<file path="config.mk">
export PLATFORM = sky130hd
export DESIGN_NAME = mbist_port_sched_flat
export DESIGN_NICKNAME = d
export VERILOG_FILES = /design/src/rtl/mbist_port_sched_if.sv /design/src/rtl/mbist_port_sched.sv /design/src/flat_wrapper.sv
export SDC_FILE = /design/constraint.sdc
export NUM_CORES = 1
export LEC_CHECK = 0
export CAP_MARGIN = 30
export CORE_ASPECT_RATIO = 1.1
export CORE_MARGIN = 1.5
export CORE_UTILIZATION = 50
export CTS_CLUSTER_DIAMETER = 200
export DETAILED_ROUTE_END_ITERATION = 10
export GPL_ROUTABILITY_DRIVEN = 0
export PLACE_DENSITY = 0.83
export SYNTH_ARGS = -nofsm -noshare
export SYNTH_HDL_FRONTEND = slang
export SYNTH_SLANG_ARGS = --single-unit
</file>
<file path="constraint.sdc">
create_clock -name clk -period 4.35 [get_ports clk]
set_clock_uncertainty 0.2 [all_clocks]
set_input_delay 1.305 -clock clk [delete_from_list [all_inputs] [get_ports clk]]
set_output_delay 1.305 -clock clk [all_outputs]
set_load 0.01 [all_outputs]
</file>
<file path="src/rtl/mbist_port_sched_if.sv">
// mbist_port_sched_if
//   Bundles every non-clock/reset signal of the memory-port scheduler:
//   host bus, BIST control/status, MBIST engine port, memory macro port and
//   the fault-log read interface.
//   Modports:
//     slave  - the scheduler (consumes host/engine/control, drives memory,
//              status and fault log)
//     master - the surrounding system (host, engine, repair logic, memory)
interface mbist_port_sched_if;
    // host bus
    logic        host_req;
    logic        host_we;
    logic [21:0] host_addr;
    logic [7:0]  host_wdata;
    logic        host_gnt;
    // BIST control / status
    logic        bist_start;
    logic        bist_abort;
    logic        bist_busy;
    logic        bist_done;
    logic        bist_pass;
    // MBIST engine
    logic        mb_test;
    logic        mb_early_term;
    logic        mb_ce;
    logic        mb_we;
    logic [21:0] mb_addr;
    logic [7:0]  mb_wdata;
    logic        mb_test_end;
    logic        mb_fault_detect;
    logic [21:0] mb_fault_addr;
    logic [7:0]  mb_fault_flag;
    // memory macro port
    logic        mem_ce;
    logic        mem_we;
    logic [21:0] mem_addr;
    logic [7:0]  mem_wdata;
    // fault log
    logic        flog_valid;
    logic        flog_ready;
    logic [29:0] flog_data;
    logic        flog_ovf;

    modport slave (
        input  host_req, host_we, host_addr, host_wdata,
        output host_gnt,
        input  bist_start, bist_abort,
        output bist_busy, bist_done, bist_pass,
        output mb_test, mb_early_term,
        input  mb_ce, mb_we, mb_addr, mb_wdata, mb_test_end,
        input  mb_fault_detect, mb_fault_addr, mb_fault_flag,
        output mem_ce, mem_we, mem_addr, mem_wdata,
        output flog_valid, flog_data, flog_ovf,
        input  flog_ready
    );

    modport master (
        output host_req, host_we, host_addr, host_wdata,
        input  host_gnt,
        output bist_start, bist_abort,
        input  bist_busy, bist_done, bist_pass,
        input  mb_test, mb_early_term,
        output mb_ce, mb_we, mb_addr, mb_wdata, mb_test_end,
        output mb_fault_detect, mb_fault_addr, mb_fault_flag,
        input  mem_ce, mem_we, mem_addr, mem_wdata,
        input  flog_valid, flog_data, flog_ovf,
        output flog_ready
    );
endinterface

</file>
<file path="src/rtl/mbist_port_sched.sv">
// mbist_port_sched
//   Shares one memory port between the functional host and the MBIST engine.
//   The host owns the port while idle; a test request clears and launches the
//   engine, muxes its traffic onto the port and logs BIRA fault reports into a
//   small first-word-fall-through FIFO read back by repair logic.
//   Ports:
//     clk  - clock
//     rst  - synchronous active-low reset; all outputs forced low while 0
//     bus  - mbist_port_sched_if.slave (host, BIST ctrl, engine, memory, log)
//   Parameter:
//     FLOG_DEPTH - fault-log entries (power of two, >= 2)
module mbist_port_sched #(
    parameter int unsigned FLOG_DEPTH = 4
) (
    input  logic              clk,
    input  logic              rst,
    mbist_port_sched_if.slave bus
);
    localparam int unsigned AW = $clog2(FLOG_DEPTH);
    localparam int unsigned CW = AW + 1;

    typedef enum logic [2:0] {
        S_IDLE,
        S_PREP,
        S_RUN,
        S_FLUSH,
        S_DONE,
        S_ABORT
    } state_e;

    state_e        state_q, state_d;
    logic [1:0]    flush_cnt_q, flush_cnt_d;
    logic          fault_seen_q, fault_seen_d;
    logic          pass_q, pass_d;
    logic          ovf_q, ovf_d;
    logic          last_vld_q, last_vld_d;
    logic [21:0]   last_addr_q, last_addr_d;

    logic [29:0]   fifo_q [FLOG_DEPTH];
    logic [AW-1:0] wr_ptr_q, wr_ptr_d;
    logic [AW-1:0] rd_ptr_q, rd_ptr_d;
    logic [CW-1:0] cnt_q, cnt_d;

    // internal (ungated) versions of the outputs
    logic          host_gnt_c, mem_ce_c, mem_we_c, mb_test_c, early_term_c;
    logic          done_c, pass_c;
    logic [21:0]   mem_addr_c;
    logic [7:0]    mem_wdata_c;

    logic          capture, push_req, push_ok, pop, full, valid, ovf_clr;

    assign full  = (cnt_q == CW'(FLOG_DEPTH));
    assign valid = (cnt_q != '0);

    // ---------------- FSM next state / port mux ----------------
    always_comb begin
        state_d      = state_q;
        flush_cnt_d  = flush_cnt_q;
        fault_seen_d = fault_seen_q;
        pass_d       = pass_q;
        last_vld_d   = last_vld_q;
        last_addr_d  = last_addr_q;
        ovf_clr      = 1'b0;
        capture      = 1'b0;
        host_gnt_c   = 1'b0;
        mem_ce_c     = 1'b0;
        mem_we_c     = 1'b0;
        mem_addr_c   = '0;
        mem_wdata_c  = '0;
        mb_test_c    = 1'b0;
        early_term_c = 1'b0;
        done_c       = 1'b0;
        pass_c       = pass_q;

        unique case (state_q)
            S_IDLE: begin
                host_gnt_c  = bus.host_req & ~bus.bist_start;
                mem_ce_c    = host_gnt_c;
                mem_we_c    = bus.host_we;
                mem_addr_c  = bus.host_addr;
                mem_wdata_c = bus.host_wdata;
                if (bus.bist_start) begin
                    state_d      = S_PREP;
                    ovf_clr      = 1'b1;
                    fault_seen_d = 1'b0;
                    pass_d       = 1'b0;
                end
            end
            S_PREP: begin
                early_term_c = 1'b1;
                last_vld_d   = 1'b0;
                state_d      = S_RUN;
            end
            S_RUN: begin
                mb_test_c   = 1'b1;
                mem_ce_c    = bus.mb_ce;
                mem_we_c    = bus.mb_we;
                mem_addr_c  = bus.mb_addr;
                mem_wdata_c = bus.mb_wdata;
                capture     = bus.mb_fault_detect;
                flush_cnt_d = '0;
                if (bus.mb_test_end) state_d = S_FLUSH;
            end
            S_FLUSH: begin
                // engine compare pipeline still reporting; keep test enabled
                mb_test_c = 1'b1;
                capture   = bus.mb_fault_detect;
                if (flush_cnt_q == 2'd2) state_d = S_DONE;
                else                     flush_cnt_d = flush_cnt_q + 2'd1;
            end
            S_DONE: begin
                done_c = 1'b1;
                pass_c = ~fault_seen_q;
                pass_d = ~fault_seen_q;
                state_d = S_IDLE;
            end
            S_ABORT: begin
                early_term_c = 1'b1;
                done_c       = 1'b1;
                pass_c       = 1'b0;
                pass_d       = 1'b0;
                state_d      = S_IDLE;
            end
            default: state_d = S_IDLE;
        endcase

        if (bus.bist_abort && (state_q inside {S_PREP, S_RUN, S_FLUSH}))
            state_d = S_ABORT;

        // Dedup against the last entry offered to the log; a dropped entry
        // (log full) still counts as "last pushed" so a repeat does not retry.
        push_req = capture &
                   ~(last_vld_q && (last_addr_q == bus.mb_fault_addr));
        if (capture) fault_seen_d = 1'b1;
        if (push_req) begin
            last_vld_d  = 1'b1;
            last_addr_d = bus.mb_fault_addr;
        end
    end

    // ---------------- fault-log FIFO control ----------------
    always_comb begin
        pop      = valid & bus.flog_ready;
        push_ok  = push_req & (~full | pop);
        wr_ptr_d = wr_ptr_q;
        rd_ptr_d = rd_ptr_q;
        cnt_d    = cnt_q;
        ovf_d    = ovf_q;
        if (ovf_clr)             ovf_d = 1'b0;
        if (push_req & ~push_ok) ovf_d = 1'b1;
        if (push_ok)             wr_ptr_d = wr_ptr_q + AW'(1);
        if (pop)                 rd_ptr_d = rd_ptr_q + AW'(1);
        if (push_ok && !pop)     cnt_d = cnt_q + CW'(1);
        else if (!push_ok && pop) cnt_d = cnt_q - CW'(1);
    end

    always_ff @(posedge clk) begin
        if (!rst) begin
            state_q      <= S_IDLE;
            flush_cnt_q  <= '0;
            fault_seen_q <= 1'b0;
            pass_q       <= 1'b0;
            ovf_q        <= 1'b0;
            last_vld_q   <= 1'b0;
            last_addr_q  <= '0;
            wr_ptr_q     <= '0;
            rd_ptr_q     <= '0;
            cnt_q        <= '0;
        end else begin
            state_q      <= state_d;
            flush_cnt_q  <= flush_cnt_d;
            fault_seen_q <= fault_seen_d;
            pass_q       <= pass_d;
            ovf_q        <= ovf_d;
            last_vld_q   <= last_vld_d;
            last_addr_q  <= last_addr_d;
            wr_ptr_q     <= wr_ptr_d;
            rd_ptr_q     <= rd_ptr_d;
            cnt_q        <= cnt_d;
        end
    end

    always_ff @(posedge clk) begin
        if (rst && push_ok)
            fifo_q[wr_ptr_q] <= {bus.mb_fault_addr, bus.mb_fault_flag};
    end

    // ---------------- outputs, all held low during reset ----------------
    assign bus.host_gnt      = rst & host_gnt_c;
    assign bus.mem_ce        = rst & mem_ce_c;
    assign bus.mem_we        = rst & mem_we_c;
    assign bus.mem_addr      = rst ? mem_addr_c  : '0;
    assign bus.mem_wdata     = rst ? mem_wdata_c : '0;
    assign bus.mb_test       = rst & mb_test_c;
    assign bus.mb_early_term = rst & early_term_c;
    assign bus.bist_busy     = rst & (state_q != S_IDLE);
    assign bus.bist_done     = rst & done_c;
    assign bus.bist_pass     = rst & pass_c;
    assign bus.flog_valid    = rst & valid;
    assign bus.flog_data     = rst ? fifo_q[rd_ptr_q] : '0;
    assign bus.flog_ovf      = rst & ovf_q;
endmodule

</file>
<file path="src/flat_wrapper.sv">
// flat-port wrapper written by rule: the top's interface ports become plain ports
module mbist_port_sched_flat 
#(
    parameter int unsigned FLOG_DEPTH = 4
)
  (clk, rst, bus_host_req, bus_host_we, bus_host_addr, bus_host_wdata, bus_host_gnt, bus_bist_start, bus_bist_abort, bus_bist_busy, bus_bist_done, bus_bist_pass, bus_mb_test, bus_mb_early_term, bus_mb_ce, bus_mb_we, bus_mb_addr, bus_mb_wdata, bus_mb_test_end, bus_mb_fault_detect, bus_mb_fault_addr, bus_mb_fault_flag, bus_mem_ce, bus_mem_we, bus_mem_addr, bus_mem_wdata, bus_flog_valid, bus_flog_data, bus_flog_ovf, bus_flog_ready);
  mbist_port_sched_if bus_i ();
  input  logic clk;
  input  logic rst;
  input wire logic [$bits(bus_i.host_req)-1:0] bus_host_req;
  input wire logic [$bits(bus_i.host_we)-1:0] bus_host_we;
  input wire logic [$bits(bus_i.host_addr)-1:0] bus_host_addr;
  input wire logic [$bits(bus_i.host_wdata)-1:0] bus_host_wdata;
  output wire logic [$bits(bus_i.host_gnt)-1:0] bus_host_gnt;
  input wire logic [$bits(bus_i.bist_start)-1:0] bus_bist_start;
  input wire logic [$bits(bus_i.bist_abort)-1:0] bus_bist_abort;
  output wire logic [$bits(bus_i.bist_busy)-1:0] bus_bist_busy;
  output wire logic [$bits(bus_i.bist_done)-1:0] bus_bist_done;
  output wire logic [$bits(bus_i.bist_pass)-1:0] bus_bist_pass;
  output wire logic [$bits(bus_i.mb_test)-1:0] bus_mb_test;
  output wire logic [$bits(bus_i.mb_early_term)-1:0] bus_mb_early_term;
  input wire logic [$bits(bus_i.mb_ce)-1:0] bus_mb_ce;
  input wire logic [$bits(bus_i.mb_we)-1:0] bus_mb_we;
  input wire logic [$bits(bus_i.mb_addr)-1:0] bus_mb_addr;
  input wire logic [$bits(bus_i.mb_wdata)-1:0] bus_mb_wdata;
  input wire logic [$bits(bus_i.mb_test_end)-1:0] bus_mb_test_end;
  input wire logic [$bits(bus_i.mb_fault_detect)-1:0] bus_mb_fault_detect;
  input wire logic [$bits(bus_i.mb_fault_addr)-1:0] bus_mb_fault_addr;
  input wire logic [$bits(bus_i.mb_fault_flag)-1:0] bus_mb_fault_flag;
  output wire logic [$bits(bus_i.mem_ce)-1:0] bus_mem_ce;
  output wire logic [$bits(bus_i.mem_we)-1:0] bus_mem_we;
  output wire logic [$bits(bus_i.mem_addr)-1:0] bus_mem_addr;
  output wire logic [$bits(bus_i.mem_wdata)-1:0] bus_mem_wdata;
  output wire logic [$bits(bus_i.flog_valid)-1:0] bus_flog_valid;
  output wire logic [$bits(bus_i.flog_data)-1:0] bus_flog_data;
  output wire logic [$bits(bus_i.flog_ovf)-1:0] bus_flog_ovf;
  input wire logic [$bits(bus_i.flog_ready)-1:0] bus_flog_ready;
  assign bus_i.host_req = bus_host_req;
  assign bus_i.host_we = bus_host_we;
  assign bus_i.host_addr = bus_host_addr;
  assign bus_i.host_wdata = bus_host_wdata;
  assign bus_host_gnt = bus_i.host_gnt;
  assign bus_i.bist_start = bus_bist_start;
  assign bus_i.bist_abort = bus_bist_abort;
  assign bus_bist_busy = bus_i.bist_busy;
  assign bus_bist_done = bus_i.bist_done;
  assign bus_bist_pass = bus_i.bist_pass;
  assign bus_mb_test = bus_i.mb_test;
  assign bus_mb_early_term = bus_i.mb_early_term;
  assign bus_i.mb_ce = bus_mb_ce;
  assign bus_i.mb_we = bus_mb_we;
  assign bus_i.mb_addr = bus_mb_addr;
  assign bus_i.mb_wdata = bus_mb_wdata;
  assign bus_i.mb_test_end = bus_mb_test_end;
  assign bus_i.mb_fault_detect = bus_mb_fault_detect;
  assign bus_i.mb_fault_addr = bus_mb_fault_addr;
  assign bus_i.mb_fault_flag = bus_mb_fault_flag;
  assign bus_mem_ce = bus_i.mem_ce;
  assign bus_mem_we = bus_i.mem_we;
  assign bus_mem_addr = bus_i.mem_addr;
  assign bus_mem_wdata = bus_i.mem_wdata;
  assign bus_flog_valid = bus_i.flog_valid;
  assign bus_flog_data = bus_i.flog_data;
  assign bus_flog_ovf = bus_i.flog_ovf;
  assign bus_i.flog_ready = bus_flog_ready;
  mbist_port_sched #(.FLOG_DEPTH(FLOG_DEPTH)) u_core (.clk(clk), .rst(rst), .bus(bus_i));
endmodule
</file>
# After elaboration in Yosys (flattened, before gate mapping)
# Memory sizes are Yosys's and may differ from the RTL's. A register that Yosys moved wholly into a read port is not among the register bits.
# Cells that the tools add are included.
# totals
ff_bits	38
latch_bits	0
inputBits	101
ram_bits	120
mem_count	1
word_cells	117
romBits	0
# memory_table
memory	words	width	read_ports	rd_ports_with_merged_regs	write_ports	line_no	rtl
u_core.fifo_q	4	30	1	1	1	mbist_port_sched.sv:39	logic [29:0] fifo_q [FLOG_DEPTH];
# op_classes
reduce_logical	27
muxes	36
n_bitwise	22
mul	0
addsub	5
n_div	0
shift	0
magnitude_cmp	0
n_eq_ne	15
# ops
cell	count
$pmux 22 s2	1
$mux 30	1
$eq 22x22->1	1
$mux 22	1
$mux 3	6
$mux 1	16
$pmux 8 s2	1
$and 1x1->1	15
$pmux 3 s4	1
$reduce_bool 2->1	6
$reduce_bool 3->1	4
$eq 3x3->1 const B	3
$mux 8	1
$reduce_or 2->1	4
$add 2x1->2 const B	3
$eq 3x2->1 const B	2
$mux 2	3
$ne 2x2->1 const B	3
$ne 3x2->1 const B	2
$not 1->1	6
$pmux 1 s2	3
$reduce_and 2->1	3
$reduce_and 3->1	2
$logic_and 1x1->1	5
11 further kinds	12

# Depth between registers and ports, before layout
# Gate-level depths: netlist of the first run.
# depth
depth_word	9
depth_mapped	10
mapped_depth_nobuf	10

# Worst setup path before layout of the first run
# No wires, ideal clock.
# synth_timing
kind	input to output
from	in rst
to	out bus_bist_pass
setup_slack_ns	0.614
arrival_time_ns	2.231
path_stages	4
path_cell_list	clkbuf_1 -> clkbuf_1 -> clkbuf_1 -> and2_1
# synth_between
elab_chain_len	1
# synth_lines
element	line_no	rtl
start: declaration	flat_wrapper.sv:9	input logic rst;
$and 1x1->1	mbist_port_sched.sv:198	assign bus.bist_pass = rst & pass_c;
end: declaration	flat_wrapper.sv:19	output wire logic [$bits(bus_i.bist_pass)-1:0] bus_bist_pass;
# No other way between the ends.

# Final worst setup path of the first run
# layout_timing
from	in bus_bist_start
to	out bus_mem_ce
# layout_between
elab_chain_len	4
# layout_lines
element	line_no	rtl
start: declaration	flat_wrapper.sv:15	input wire logic [$bits(bus_i.bist_start)-1:0] bus_bist_start;
$not 1->1	mbist_port_sched.sv:77	host_gnt_c = bus.host_req & ~bus.bist_start;
$and 1x1->1	mbist_port_sched.sv:77	
$pmux 1 s2	mbist_port_sched.sv:75	unique case (state_q)
$and 1x1->1	mbist_port_sched.sv:190	assign bus.mem_ce = rst & mem_ce_c;
end: declaration	flat_wrapper.sv:30	output wire logic [$bits(bus_i.mem_ce)-1:0] bus_mem_ce;
# No other way between the ends.

==> impl_metrics.ini, run 1 <==
[finish]
antenna_cells_inserted = 0
final_cell_area_sq_um = 9682
drive_above_1_share_pct = 13.61
most-common-layout-cells = 169 x clkdlybuf4s50_1, 120 x edfxtp_1, 55 x nand2_1, 51 x nor2_1, 39 x dfxtp_1
final_net_count = 793
layoutNonFillerInstCount = 886
mostFrequentLayoutCell = clkdlybuf4s50_1
synthToLayoutAreaGrowth_pct = 38.60
final.fill_count = 915

[routing]
drt_pre_antenna_iters = 5
final_antenna_violating_net_count = 0
avgViaCountPerCell = 5.480
via_count = 4855
routed_wire_length_per_instance_um = 19.39
totalWireLength_um = 17180
drt-initial-drc-count = 305
drc = 0

[global_route]
grt_max_degree = 49
grt_antenna_before_repair = 0
grt_pass1_wl_um = 26610
grt_remaining_overflow = 0
grt_use_total_pct = 24.64
vias_in_the_first_global_route = 5119

[yosys]
synth_seq_area_share_pct = 63.05
synth_adder_area_share_pct = 1.361
dominantRegCellSynth = edfxtp_1
cell_type_with_the_largest_total_area_after_synthesis = edfxtp_1
syn_area_per_cell_sq_um = 13.92
synth_area_leaders = edfxtp_1 52%, dfxtp_1 11%, mux4_2 9.7%
synth_top_family_by_area = multiplexers
synth-compound-area-share_pct = 5.356
synth_enable_flop_cells = 120
synth_cell_types = 42
warning_count_from_the_yosys_run = 0
simple_gate_portion_of_the_synthesized_area_pct = 11.30
asyncSetResetFlopFracSynth_pct = 0
synth_fp_nets = 610
post_synth_top_area_share_pct = 51.59
synth.cell_area_sq_um = 6985
netlist_instances = 502
yosys-mux-area-fraction_pct = 13.25
xor_and_xnor_fraction_of_the_mapped_netlist_area_pct = 3.260
synth-seq-cells = 160

[die]
die_width_um = 115.7
design.portCount = 171
core_area_sq_um = 13740
start_util_pct = 50.85
fp-row-count = 45
die_height_um = 127.0
dieArea_sq_um = 14690

[pwr]
power.static_leakage_nw = 3.263
pwr_density_cell_nw_per_um2 = 428.3
vdd.ir_drop.worst_uv = 350.7

[setup_path]
critical_path.startpoint = bus_bist_start
reg2reg_setup_slack_ps = 1770
critPathLaunchType = primary input
critPathRequiredTime_ps = 2840
critical_path.endpoint_type = output port
critical_path.reg2reg.startpoint = u_core.last_addr_q[6]
critPathArrivalTime_ps = 2670
worst_r2r_path_depth = 10
r2r-end = u_core.cnt_q[2]
critical_path.endpoint = bus_mem_ce
critical_path_class = in2out
worstPathMaxFanout = 3

[place]
post_dp_cell_area_sq_um = 9062
dpl.cell_count = 854
io_port_bufs = 170
hpwl_after_detailed_placement_um = 11360

[sta]
report.final.hold_viol_count = 0
clock.fmax_mhz = 239.4
post-route-min-period_ps = 4177
timing_worst_slew_pin_value_ps = 691.3
maxSlewViolCount = 0
totalNegativeSetupSlack_ps = 0
rsz_0062_raised_after_global_routing = no
timing.final.setup_violations = 0
slew_headroom_pct = 53.92
final.period_utilization_pct = 96.01

[clocking]
total_clock_sinks = 160
clockBufferDepth = 2
cts_resized = 0
cts_tree = yes
htreeDepth = 4
cts_made_buffers = 17
post_cts_clock_slew_at_the_launch_and_capture_registers_of_the_worst_setup_and_hold_paths_ps = 60
cts.root.buffer_cell = clkbuf_16
cts_hold_buffers = 0
cts_setup_buffers = 0
worstSkewPairLatency_ps = 410

[run_status]
outcome = complete, no violations

[worst_hold_path]
worst_hold_path_type = reg2reg

[job]
max_cap_violations = 0
-- cell families after synthesis --
logic type / Yosys count
buf+inv: 39
mux: 55
xor+xnor: 26
flops: 160
compound gates: 50
fa+ha+maj: 7
simple gates: 165
-- per-stage QoR --
| stage | total power, W | hold slack (ps) | setup WS (ps) | util [%] |
|---|---|---|---|---|
| 3_3_place_gp | 0.002629 | 249.6 | 178.2 | 65.77 |
| 4_1_cts | 0.004176 | 265.8 | 164.0 | 70.47 |
| 2_1_floorplan | 0.002248 | 236.4 | 614.3 | - |
| 5_1_grt | 0.004303 | 276.2 | 67.64 | 70.47 |
| 3_5_place_dp | 0.002655 | 257.1 | 166.7 | 65.97 |
| 6_report | 0.004147 | 263.5 | 173.4 | 70.47 |
-- Yosys cell counts, types with 2 or more instances --
cell        n
nand2_1    55
a21oi_1     6
buf_6       2
xor2_1      7
nand3b_1    2
ha_1        6
nor3_1      2
nor2_1     51
a22oi_1    32
and2_1     33
nand2b_1    2
o21ai_0     3
clkbuf_1   22
nand4_1     5
mux2i_1    25
mux4_2     30
edfxtp_1  120
buf_2       6
and3_1      5
dfxtp_1    40
xnor2_1    19
buf_1       2
inv_1       7
nand3_1     2
-- area by class of cell --
type                    instances  area [sq um]  share of cell area, %
flip-flops and latches        160          4405                  45.50
multi-input cells             303          2421                  25.01
repair buffers                196          1974                  20.39
clock buffers                  17         425.4                  4.394
well taps                     188         235.2                  2.430
clock inverters                15         193.9                  2.003
inverters                       7         26.28                 0.2714
-- how the worst min path moves through the flow --
stage / start / to / cells after the start
6_report: u_core.fault_seen_q / u_core.fault_seen_q / 2
5_1_grt: u_core.fault_seen_q / u_core.fault_seen_q / 2
4_1_cts: u_core.fault_seen_q / u_core.fault_seen_q / 2
3_5_place_dp: u_core.fault_seen_q / u_core.fault_seen_q / 2
3_3_place_gp: u_core.fault_seen_q / u_core.fault_seen_q / 2
2_1_floorplan: u_core.fault_seen_q / u_core.fault_seen_q / 2
-- power by group --
group	total, W	internal [W]	switching (W)
Sequential	0.00171	0.00167	0.0000329
Combinational	0.000910	0.000526	0.000384
Clock	0.00153	0.000920	0.000609
-- critical path: stages --
cell             delay, ps
clkdlybuf4s50_1        430
nand3b_1               190
a21oi_1                150
clkdlybuf4s50_1        600
-- state kept, by name, summed over array words and instances, names as in the netlist, named ones only --
name / flops
u_core.fault_seen_q: 1
u_core.ovf_q: 1
u_core.wr_ptr_q: 2
u_core.pass_q: 1
u_core.fifo_q: 120
u_core.flush_cnt_q: 2
u_core.state_q: 3
u_core.cnt_q: 3
u_core.rd_ptr_q: 2
u_core.last_vld_q: 1
u_core.last_addr_q: 22
-- metal layers --
metal / part of all wire, % / global-route usage (%) / vias up
li1: - / - / 2220
met1: 36 / 25.95 / 2393
met2: 56 / 46.50 / 220
met3: 6.7 / 6.163 / 22
met4: 1.6 / 9.469 / 0
met5: 0 / 0 / -
Power figures use the tool's default switching activity.
==> run 2: changes to the inputs <==
Settings changed: ABC_CLOCK_PERIOD_IN_PS set to 4350.
==> results of run 2 <==
The final DEF is identical to that of run 1; final timing and power are the same.
==> run 3: changes to the inputs <==
Settings changed: CORE_MARGIN 1.5 to 10.
==> run 3 against run 2 <==
Effect of this change: via count decreased by 0.74%; first-iteration DRC count increased by 18%; critical path type unchanged; flip-flop and latch count unchanged; critical endpoint unchanged; largest power group unchanged; highest routed layer unchanged.
==> impl_metrics.ini, run 3 (same netlist as run 1, synthesis figures left out) <==
[place]
io_port_bufs = 170
hpwl_after_detailed_placement_um = 12530

[sta]
slew_headroom_pct = 55.99
maxSlewViolCount = 0
timing.final.setup_violations = 0
timing_worst_slew_pin_value_ps = 660.2
clock.fmax_mhz = 235.2
totalNegativeSetupSlack_ps = 0
final.period_utilization_pct = 97.74
post-route-min-period_ps = 4252
rsz_0062_raised_after_global_routing = no
report.final.hold_viol_count = 0

[routing]
avgViaCountPerCell = 5.470
final_antenna_violating_net_count = 0
totalWireLength_um = 18090
via_count = 4819
drt_pre_antenna_iters = 5
drc = 0
drt-initial-drc-count = 360
routed_wire_length_per_instance_um = 20.54

[job]
max_cap_violations = 0

[global_route]
grt_use_met1_pct = 21.14
grt_antenna_before_repair = 0
gr-max-usage-layer = met2
met3_usage_pct = 7.786
met2_track_usage_gr_pct = 34.42
vias_in_the_first_global_route = 5292
grt_remaining_overflow = 0
grt_use_total_pct = 19.63
grt_pass1_wl_um = 29150
grt_max_degree = 88

[die]
core_area_sq_um = 13740
die_width_um = 132.7
dieArea_sq_um = 19100
fp-row-count = 45
start_util_pct = 50.85
die_height_um = 144.0
design.portCount = 171

[finish]
largest_reg_flops = 120
final.fill_count = 954
sequential_cell_area_in_the_final_layout_sq_um = 4405
antenna_cells_inserted = 0
final_net_count = 788
finalCoreUtilization_pct = 70.12
drive_above_1_share_pct = 12.55
footprint_of_the_multi_input_gates_sq_um = 2421
synthToLayoutAreaGrowth_pct = 37.90
most-common-layout-cells = 169 x clkdlybuf4s50_1, 120 x edfxtp_1, 55 x nand2_1, 51 x nor2_1, 39 x dfxtp_1
largest-register = u_core.fifo_q
largest_registers = u_core.fifo_q (120), u_core.last_addr_q (22)
mostFrequentLayoutCell = clkdlybuf4s50_1

[clocking]
worstSkewPairLatency_ps = 420
clockBufferDepth = 2
cts_setup_buffers = 0
cts_hold_buffers = 0
cts_tree = yes
cts_made_buffers = 17
total_clock_sinks = 160
htreeDepth = 4
cts.root.buffer_cell = clkbuf_16
cts_resized = 0
post_cts_clock_slew_at_the_launch_and_capture_registers_of_the_worst_setup_and_hold_paths_ps = 60

[setup_path]
critPathArrivalTime_ps = 2750
critPathLaunchType = primary input
critical_path_class = in2out
critical_path.endpoint_type = output port
worstPathMaxFanout = 3
critPathRequiredTime_ps = 2840

[pwr]
pwr_density_cell_nw_per_um2 = 424.9
vdd.ir_drop.worst_uv = 307.2
power.share.switching_pct = 24.23
power.static_leakage_nw = 3.230
intPower_w = 0.003101
total_power_w = 0.004093
power_frac_comb_pct = 22.1
power.switching_w = 0.0009919
power_frac_clock_pct = 36.1
share_seq_of_total_power_pct = 41.8

[run_status]
outcome = complete, no violations

[worst_hold_path]
worst_hold_path_type = reg2reg
-- run 3: per-layer routing --
layer | wire, um | vias to the layer above | share of wire (%)
met3 | 1626 | 25 | 9.0
met2 | 9323 | 214 | 52
met4 | 399 | 0 | 2.2
li1 | - | 2211 | -
met5 | 0 | - | 0
met1 | 6742 | 2369 | 37
-- run 3: final cells by class --
cell class                 count  share of cell area (%)
inverter                       7                  0.2728
clock inverter                13                   1.689
sequential                   160                   45.73
clock buffer                  19                   4.494
multi-input combinational    303                   25.13
tap                          188                   2.442
timing repair buffer         191                   20.24
-- run 3: critical path: stages --
cell and delay [ps]:
clkdlybuf4s50_1 440, nand3b_1 260, a21oi_1 180, clkdlybuf4s50_1 560
-- run 3: final timing paths --
path	from	endpoint	slack (ps)	depth (start not counted)
max reg2reg	u_core.state_q[1]	u_core.cnt_q[2]	1280	9
min	u_core.last_addr_q[18]	u_core.last_addr_q[18]	270	2
min reg2reg	u_core.last_addr_q[18]	u_core.last_addr_q[18]	270	2
max	bus_bist_start	bus_mem_ce	100	4
-- run 3: power groups by stage --
stage	registers, W	logic [W]	clock network (W)
2_1_floorplan	0.00173	0.000520	0
3_3_place_gp	0.00174	0.000891	0
3_5_place_dp	0.00174	0.000914	0
4_1_cts	0.00171	0.000926	0.00150
5_1_grt	0.00171	0.000988	0.00156
6_report	0.00171	0.000907	0.00148
-- run 3: per-stage QoR --
step / hold slack [ps] / cells / setup slack (ps) / instance area, sq um
6_report: 271.6 / 881 / 98.30 / 9633
5_1_grt: 282.7 / 881 / 42.79 / 9633
4_1_cts: 273.4 / 881 / 96.14 / 9633
3_5_place_dp: 261.1 / 849 / 46.42 / 9037
3_3_place_gp: 246.9 / 848 / 111.3 / 9010
2_1_floorplan: 236.4 / 502 / 614.3 / 6985
